File: config.mk
export PLATFORM = sky130hd
export DESIGN_NAME = mc_ctrl
export DESIGN_NICKNAME = d
export VERILOG_FILES = /design/src/rtl/mc_ctrl.sv
export SDC_FILE = /design/constraint.sdc
export NUM_CORES = 1
export LEC_CHECK = 0
export ABC_AREA = 1
export BUFFER_PORTS_ARGS = -buffer_cell sky130_fd_sc_hd__buf_2
export CAP_MARGIN = 30
export CORE_MARGIN = 4
export CORE_UTILIZATION = 45
export CTS_CLUSTER_DIAMETER = 200
export DETAILED_ROUTE_END_ITERATION = 8
export PLACE_DENSITY = 0.81
export SLEW_MARGIN = 20
export SYNTH_ARGS = -nofsm -noshare
export SYNTH_HDL_FRONTEND = slang
export SYNTH_SLANG_ARGS = --single-unit
File: constraint.sdc
create_clock -name clk -period 3.34 [get_ports clk]
set_input_delay 0.334 -clock clk [delete_from_list [all_inputs] [get_ports clk]]
set_output_delay 0.334 -clock clk [all_outputs]
set_load 0.01 [all_outputs]
File: src/rtl/mc_ctrl.sv
`default_nettype none
// +--------------------------------------------------------------------------+
// | Module      : mc_ctrl                                                    |
// | Description : Multi-cycle RV32I control unit. Sequences FETCH, DECODE,   |
// |               EXECUTE, MEM and WB, registers the ALU operation select,   |
// |               and traps on illegal encodings or memory timeouts.         |
// | Revision    : 1.0 - initial release                                      |
// +--------------------------------------------------------------------------+
module mc_ctrl #(
  parameter int TIMEOUT_CYCLES = 16
) (
  input  logic        clk,
  input  logic        rst_n,
  input  logic [31:0] instr,
  input  logic        mem_ready,
  input  logic        branch_taken,
  output logic [4:0]  alu_control,
  output logic        op2_sel,
  output logic        ir_we,
  output logic        mem_req,
  output logic        mem_we,
  output logic        addr_sel,
  output logic        reg_we,
  output logic        wb_sel,
  output logic        pc_we,
  output logic [1:0]  pc_src,
  output logic        retire,
  output logic        halted,
  output logic        illegal,
  output logic        bus_err
);

  localparam logic [2:0] c_st_fetch   = 3'd0;
  localparam logic [2:0] c_st_decode  = 3'd1;
  localparam logic [2:0] c_st_execute = 3'd2;
  localparam logic [2:0] c_st_mem     = 3'd3;
  localparam logic [2:0] c_st_wb      = 3'd4;
  localparam logic [2:0] c_st_trap    = 3'd5;

  localparam logic [6:0] c_op_r      = 7'b0110011;
  localparam logic [6:0] c_op_imm    = 7'b0010011;
  localparam logic [6:0] c_op_load   = 7'b0000011;
  localparam logic [6:0] c_op_store  = 7'b0100011;
  localparam logic [6:0] c_op_lui    = 7'b0110111;
  localparam logic [6:0] c_op_auipc  = 7'b0010111;
  localparam logic [6:0] c_op_jal    = 7'b1101111;
  localparam logic [6:0] c_op_jalr   = 7'b1100111;
  localparam logic [6:0] c_op_branch = 7'b1100011;

  localparam logic [6:0] c_f7_zero = 7'b0000000;
  localparam logic [6:0] c_f7_alt  = 7'b0100000;

  // Last wait-counter value before a stalled access is declared dead
  localparam logic [7:0] c_wait_last = 8'(TIMEOUT_CYCLES - 1);

  logic [2:0] r_state;
  logic [2:0] w_state_nxt;
  logic [7:0] r_wait;
  logic [7:0] w_wait_nxt;
  logic [6:0] r_opcode;
  logic [2:0] r_funct3;
  // Full funct7 is kept (not just bit 5) so DECODE can reject stray bits
  logic [6:0] r_funct7;
  logic       r_halted;
  logic       r_illegal;
  logic       r_bus_err;

  logic       w_dec_ok;
  logic [4:0] w_dec_alu;
  logic       w_dec_op2;
  logic       w_set_ill;
  logic       w_set_bus;
  logic       w_load_dec;
  logic       w_is_load;
  logic       w_is_store;
  logic       w_is_branch;

  // Register operands, rd and immediate bits are consumed by the datapath
  logic       w_unused_instr_bits;
  assign w_unused_instr_bits = ^{instr[24:15], instr[11:7]};

  assign w_is_load   = (r_opcode == c_op_load);
  assign w_is_store  = (r_opcode == c_op_store);
  assign w_is_branch = (r_opcode == c_op_branch);

  // Shared R/I funct3 mapping; alt selects SUB/SRA
  function automatic logic [4:0] alu_map(input logic [2:0] f3, input logic alt);
    case (f3)
      3'b000:  alu_map = alt ? 5'd1 : 5'd0;
      3'b001:  alu_map = 5'd5;
      3'b010:  alu_map = 5'd8;
      3'b011:  alu_map = 5'd9;
      3'b100:  alu_map = 5'd2;
      3'b101:  alu_map = alt ? 5'd7 : 5'd6;
      3'b110:  alu_map = 5'd3;
      default: alu_map = 5'd4;
    endcase
  endfunction

  // Decode the captured instruction fields into ALU select and legality
  always_comb begin
    w_dec_ok  = 1'b1;
    w_dec_alu = 5'd0;
    w_dec_op2 = 1'b0;
    case (r_opcode)
      c_op_r: begin
        if (r_funct7 == c_f7_zero)
          w_dec_alu = alu_map(r_funct3, 1'b0);
        else if (r_funct7 == c_f7_alt && (r_funct3 == 3'b000 || r_funct3 == 3'b101))
          w_dec_alu = alu_map(r_funct3, 1'b1);
        else
          w_dec_ok = 1'b0;
      end
      c_op_imm: begin
        w_dec_op2 = 1'b1;
        w_dec_alu = alu_map(r_funct3, 1'b0);
        if (r_funct3 == 3'b001 && r_funct7 != c_f7_zero)
          w_dec_ok = 1'b0;
        if (r_funct3 == 3'b101) begin
          if (r_funct7 == c_f7_alt)
            w_dec_alu = 5'd7;
          else if (r_funct7 != c_f7_zero)
            w_dec_ok = 1'b0;
        end
      end
      c_op_load, c_op_store: w_dec_op2 = 1'b1;
      c_op_lui:   w_dec_alu = 5'd16;
      c_op_auipc: w_dec_alu = 5'd17;
      c_op_jal:   w_dec_alu = 5'd18;
      c_op_jalr: begin
        w_dec_alu = 5'd19;
        w_dec_ok  = (r_funct3 == 3'b000);
      end
      c_op_branch: begin
        case (r_funct3)
          3'b000:  w_dec_alu = 5'd10;
          3'b001:  w_dec_alu = 5'd11;
          3'b100:  w_dec_alu = 5'd12;
          3'b101:  w_dec_alu = 5'd13;
          3'b110:  w_dec_alu = 5'd14;
          3'b111:  w_dec_alu = 5'd15;
          default: w_dec_ok  = 1'b0;
        endcase
      end
      default: w_dec_ok = 1'b0;
    endcase
  end

  // Next-state and wait-counter logic; a ready strobe beats the timeout
  always_comb begin
    w_state_nxt = r_state;
    w_wait_nxt  = 8'd0;
    w_set_ill   = 1'b0;
    w_set_bus   = 1'b0;
    w_load_dec  = 1'b0;
    case (r_state)
      c_st_fetch, c_st_mem: begin
        if (mem_ready) begin
          if (r_state == c_st_fetch)
            w_state_nxt = c_st_decode;
          else
            w_state_nxt = w_is_load ? c_st_wb : c_st_fetch;
        end else if (r_wait == c_wait_last) begin
          w_state_nxt = c_st_trap;
          w_set_bus   = 1'b1;
        end else begin
          w_wait_nxt = r_wait + 8'd1;
        end
      end
      c_st_decode: begin
        if (w_dec_ok) begin
          w_state_nxt = c_st_execute;
          w_load_dec  = 1'b1;
        end else begin
          w_state_nxt = c_st_trap;
          w_set_ill   = 1'b1;
        end
      end
      c_st_execute: begin
        if (w_is_branch)
          w_state_nxt = c_st_fetch;
        else if (w_is_load || w_is_store)
          w_state_nxt = c_st_mem;
        else
          w_state_nxt = c_st_wb;
      end
      c_st_wb:   w_state_nxt = c_st_fetch;
      c_st_trap: w_state_nxt = c_st_trap;
      default:   w_state_nxt = c_st_fetch;
    endcase
  end

  // State, captured instruction fields, ALU select and sticky trap flags
  always_ff @(posedge clk) begin
    if (!rst_n) begin
      r_state     <= c_st_fetch;
      r_wait      <= 8'd0;
      alu_control <= 5'd0;
      op2_sel     <= 1'b0;
      r_halted    <= 1'b0;
      r_illegal   <= 1'b0;
      r_bus_err   <= 1'b0;
    end else begin
      r_state <= w_state_nxt;
      r_wait  <= w_wait_nxt;
      if (w_load_dec) begin
        alu_control <= w_dec_alu;
        op2_sel     <= w_dec_op2;
      end
      if (w_state_nxt == c_st_trap)
        r_halted <= 1'b1;
      if (w_set_ill)
        r_illegal <= 1'b1;
      if (w_set_bus)
        r_bus_err <= 1'b1;
    end
  end

  // Opcode fields are latched with the instruction register write
  always_ff @(posedge clk) begin
    if (!rst_n) begin
      r_opcode <= 7'd0;
      r_funct3 <= 3'd0;
      r_funct7 <= 7'd0;
    end else if (r_state == c_st_fetch && mem_ready) begin
      r_opcode <= instr[6:0];
      r_funct3 <= instr[14:12];
      r_funct7 <= instr[31:25];
    end
  end

  // State-decoded control strobes, forced low while reset is held
  always_comb begin
    ir_we    = 1'b0;
    mem_req  = 1'b0;
    mem_we   = 1'b0;
    addr_sel = 1'b0;
    reg_we   = 1'b0;
    wb_sel   = 1'b0;
    pc_we    = 1'b0;
    pc_src   = 2'd0;
    retire   = 1'b0;
    if (rst_n) begin
      case (r_state)
        c_st_fetch: begin
          mem_req = 1'b1;
          ir_we   = mem_ready;
        end
        c_st_execute: begin
          if (w_is_branch) begin
            pc_we  = 1'b1;
            pc_src = branch_taken ? 2'd1 : 2'd0;
            retire = 1'b1;
          end
        end
        c_st_mem: begin
          mem_req  = 1'b1;
          addr_sel = 1'b1;
          mem_we   = w_is_store;
          if (mem_ready && w_is_store) begin
            pc_we  = 1'b1;
            retire = 1'b1;
          end
        end
        c_st_wb: begin
          reg_we = 1'b1;
          wb_sel = w_is_load;
          pc_we  = 1'b1;
          retire = 1'b1;
          if (r_opcode == c_op_jal)
            pc_src = 2'd1;
          else if (r_opcode == c_op_jalr)
            pc_src = 2'd2;
        end
        default: ;
      endcase
    end
  end

  assign halted  = r_halted;
  assign illegal = r_illegal;
  assign bus_err = r_bus_err;

endmodule
`default_nettype wire

* Word-level counts from Yosys, hierarchy flattened
Cells that the tools add are included.
Word-level totals: output and inout port bits 19, flip-flop bits (word level) 37, input port bits 36
Operators by class: reduce and logical (&&, ||, !) cells 15, bitwise gates (word level) 2, mux-type cells 54, $add $sub $neg 1, eq/ne operators 24
Operators with widths (number):
- case mux 4 bit (7 select lines) | 2
- case mux 5 bit (7 select lines) | 1
- 2-to-1 mux 1 bit | 32
- equality test 7 x 6 -> 1 bit (second input constant) | 4
- case mux 4 bit (6 select lines) | 1
- equality test 3 bit (second input constant) | 7
- equality test 7 bit (second input constant) | 3
- 2-to-1 mux 3 bit | 7
- equality test 7 x 5 -> 1 bit (second input constant) | 2
- equality test 3 x 2 -> 1 bit (second input constant) | 4
- case mux 3 bit (4 select lines) | 1
- 2-to-1 mux 5 bit | 2
- adder 8 x 1 -> 8 bit (second input constant) | 1
- equality test 8 x 4 -> 1 bit (second input constant) | 1
- 2-to-1 mux 4 bit | 2
- equality test 7 x 2 -> 1 bit (second input constant) | 1
- logical NOT 7 bit | 1
- nonzero test 7 bit | 1
- equality test 3 x 1 -> 1 bit (second input constant) | 2
- logical NOT 3 bit | 2
- 2-to-1 mux 2 bit | 3
- OR reduction 6 bit | 1
- case mux 1 bit (5 select lines) | 1
- OR reduction 5 bit | 1
- 8 further kinds | 13

* Depth between registers and ports, before layout
depth in word-level cells 10, depth in mapped cells 14

* Worst setup path after synthesis
No wires, ideal clock.
kind reg-to-output, from reg r_opcode[2], to out retire, data required time 3006 ps, path buffers 1, data arrival time 1312 ps, cell stages (with the launch flop) 9, setup slack 1694 ps, path through dfxtp_1 -> nor2_2 -> nand2_4 -> nor2_2 -> inv_1 -> o311ai_0 -> nand2_1 -> inv_1 -> buf_4
Between the ends: longest elaborated chain between the ends 5, elaborated cells on any way between the ends 7, classes of those cells eq/ne: 2; mux: 4; reduce/logical: 1
RTL lines:
- from (decl) | RTL line 60 | logic [6:0] r_opcode;
- from (signal assigned) | RTL line 226 | r_opcode <= instr[6:0];
- equality test 7 x 6 -> 1 bit | RTL line 83 | assign w_is_store = (r_opcode == c_op_store);
- logical AND 1 bit | RTL line 260 | if (mem_ready && w_is_store) begin
- 2-to-1 mux 1 bit
- case mux 1 bit (3 select lines) *
- 2-to-1 mux 1 bit *
- to (decl) | RTL line 27 | output logic retire,
Mark *: on every way between the ends. The rest lies on a longest branch, timed or not.

* Worst setup path in the final report
from reg r_state[1], to out ir_we
Between the ends: longest elaborated chain between the ends 3
RTL lines:
- from (decl) | RTL line 56 | logic [2:0] r_state;
- from (signal assigned) | RTL line 196 | r_state <= c_st_fetch;
- from (signal assigned) | RTL line 204 | r_state <= w_state_nxt;
- logical NOT 3 bit | RTL line 244 | case (r_state)
- 2-to-1 mux 1 bit | RTL line 244
- 2-to-1 mux 1 bit | RTL line 243 | if (rst_n) begin
- to (decl) | RTL line 19 | output logic ir_we,
No other way between the ends.

==> metrics.yaml <==
sta:
  fin_crit_ps: 2250
  period_share: 0.673
  setup_viol: 0
  rsz0062_at_grt: "false"
  fmax_mhz: 445
  tightestPinTransition_ps: 785
  setup_ws_ps: 1090
  relSlewSlack: 0.476
  slew_viol_final: 0
  hold_viol_final: 0
  fin_skew_ps: 4.49
  fin_hold_ws_ps: 309
  setup-tns-final_ps: 0
worst_setup_path:
  reg2reg_to: "r_opcode[4]$_SDFFE_PN0P_"
  worst-path-max-fanout: 26
  r2r_slack_ps: 1530
  crit_arrival_ps: 1910
  r2r_cells: 6
  rr_startpoint: "r_state[1]$_SDFF_PN0_"
  critical_path.cell_chain: "nor2_1 -> nand2_1 -> inv_2 -> nand2_1 -> nor2_1 -> buf_2"
  worstSetupEndpointType: "output port"
  crit_type: "register to output port"
  critPathLaunchType: "register"
  cp_slowest_stage_delay_ps: 460
  worstPathRequired_ps: 3010
  slowest_stage: "nand2_1"
global_routing:
  grt_pass1_wl_um: 7250
  met1_usage: 0.210
  grt_max_degree: 27
  grt_pass1_vias: 1718
  use_met2: 0.293
  grt_usage: 0.173
  gr-total-overflow: 0
  met3_usage: 0.0383
  grt-busiest-layer: "met2"
  antenna_found_initial: 0
clock_network:
  clock_latency_ps: 290
  cts_buffers: 5
  clock_path_buffers: 2
  cts-root-buf: "clkbuf_8"
  hold_buffers: 0
  htreeDepth: 2
  cts_setup_buffers: 0
  post_cts_resized: 0
  cts_tree: "built"
  cts.sink_count: 37
  clk_pin_slew_worst_paths_ps: 70
routing:
  ant_nets: 0
  drc: 0
  via_per_inst: 5.13
  drt-pass1-iter-count: 4
  wl_per_cell_um: 11.6
  totalWireLength_um: 4420
  initialDrtViolationCount: 98
  dr_total_vias: 1956
hold_path:
  hold_end: "r_funct7[1]$_SDFFE_PN0P_"
  hold_start: "instr[26]"
  hold_path_depth: 3
  hold_path_class: "input port to register"
synth:
  yosys.area_share.simple: 0.360
  syn-cell-area_mm2: 0.00196
  synth_top_area_share: 0.379
  synthMuxAreaShare: 0
  syn_avg_cell_area_um2: 6.72
  synth_seq_cells: 37
  syn_inst: 291
  synth_fa_ha_area_frac: 0.00640
  yosysTopAreaCell: "dfxtp_1"
  synth_compound_area_frac: 0.150
  syn_nets: 328
  synth_xor_area_frac: 0.0179
  seq_area_frac_synth: 0.379
  yosys-top-cells-area: "dfxtp_1 (38%), nand2_1 (12%), nor2_1 (8.4%), a21oi_1 (5.6%), nand3_1 (5.4%)"
  synth_top_family_by_area: "simple AND/OR/NAND/NOR gates"
  yosysUniqueCellTypes: 31
  yosys_warnings: 0
die:
  core_area_mm2: 0.00412
  die_x_um: 73.9
  rows: 23
  die-area_mm2: 0.00546
  die_h_um: 73.9
  io-pin-count: 55
  initial_core_util: 0.475
layout:
  drive_gt1_frac: 0.248
  stdcell_area_mm2: 0.00230
  final_nets: 367
  antennaDiodeCount: 0
  area_growth_syn_to_layout_pct: 17.7
  final_cell_mix: "nand2_1 (60), nor2_1 (44), buf_2 (39)"
  layout_commonest_cell: "nand2_1"
power_and_ir_drop:
  power_uw: 1130
  p_leak_uw: 0.00103
  peakVddDrop_uv: 262
  powerDensity_mw_per_mm2: 490
place:
  place_area_mm2: 0.00218
  routabilityCongestion: 0.875
  post-place-ws_ps: 1350
  numPortBuffers: 39
  hpwl_um: 3430
flow_run:
  cap_violations: 0
run_status:
  outcome: "complete, no violations"
## metal layers
layer | vias up | share of wire
li1 | 1018 | -
met1 | 862 | 0.45
met2 | 69 | 0.46
met3 | 7 | 0.068
met4 | 0 | 0.018
met5 | - | 0
## Yosys cell counts
cell type and n:
nand4_1 4, buf_1 1, xnor2_1 1, dfxtp_1 37, ha_1 1, nand2_1 60, nor2_4 2, inv_1 26
nand2_4 2, o22ai_1 4, o21ai_0 17, inv_2 9, o21ai_2 1, o211ai_1 1, nor2_1 44, inv_4 1
nor3b_1 1, a21oi_1 22, nand2_2 6, nand3_2 2, clkbuf_1 3, nor3_2 1, nor3_1 5, buf_4 1
buf_2 2, o311ai_0 1, nor2_2 6, xor2_1 3, o21ai_1 1, a21oi_2 5, nand3_1 21
## power by group
part	internal [µW]	leakage (µW)	switching [µW]
combinational	73.0	0.000674	148
sequential	478	0.000302	30.6
clock	243	0.0000574	156
## critical path: cells and delay by family (launching register included)
family / cells / cell delay, ps
AND/OR/NAND/NOR: 4 / 940
flip-flops: 1 / 350
buffers and inverters: 2 / 330
## logic make-up after synthesis
kind of cell             after synthesis
XOR/XNOR                               4
adder cells (fa/ha/maj)                1
buffers and inverters                 43
flip-flops                            37
AND/OR/NAND/NOR                      154
AO/OA/AOI/OAI                         52
## metrics by stage
step	util	instances
after CTS	0.559	381
after global placement	0.530	373
after floorplan	-	291
final	0.559	381
after global routing	0.559	381
after detailed placement	0.530	373
## state kept, by name, indices dropped and copies added, names as in the netlist
name / cells
r_wait: 8
r_opcode: 7
op2_sel: 1
r_funct3: 3
alu_control: 5
halted: 1
r_funct7: 7
r_state: 3
illegal: 1
bus_err: 1
## how the worst max path moves through the flow
stage,slack (ps),to,start
global placement,1380,pc_src[0],rst_n
floorplan,1690,retire,r_opcode[2]$_SDFFE_PN0P_
CTS,1090,ir_we,r_state[1]$_SDFF_PN0_
global route,930,ir_we,r_state[1]$_SDFF_PN0_
detailed placement,1350,pc_src[0],rst_n
finish,1090,ir_we,r_state[1]$_SDFF_PN0_
## area by class of cell
class / count / area (µm²)
fill: 396 / 1810
multi-input combinational: 211 / 1040
sequential: 37 / 741
timing repair buffer: 39 / 195
inverter: 36 / 138
clock buffer: 6 / 82.6
tap: 50 / 62.6
clock inverter: 2 / 37.5
No activity file was read; power rests on OpenSTA's default activity.
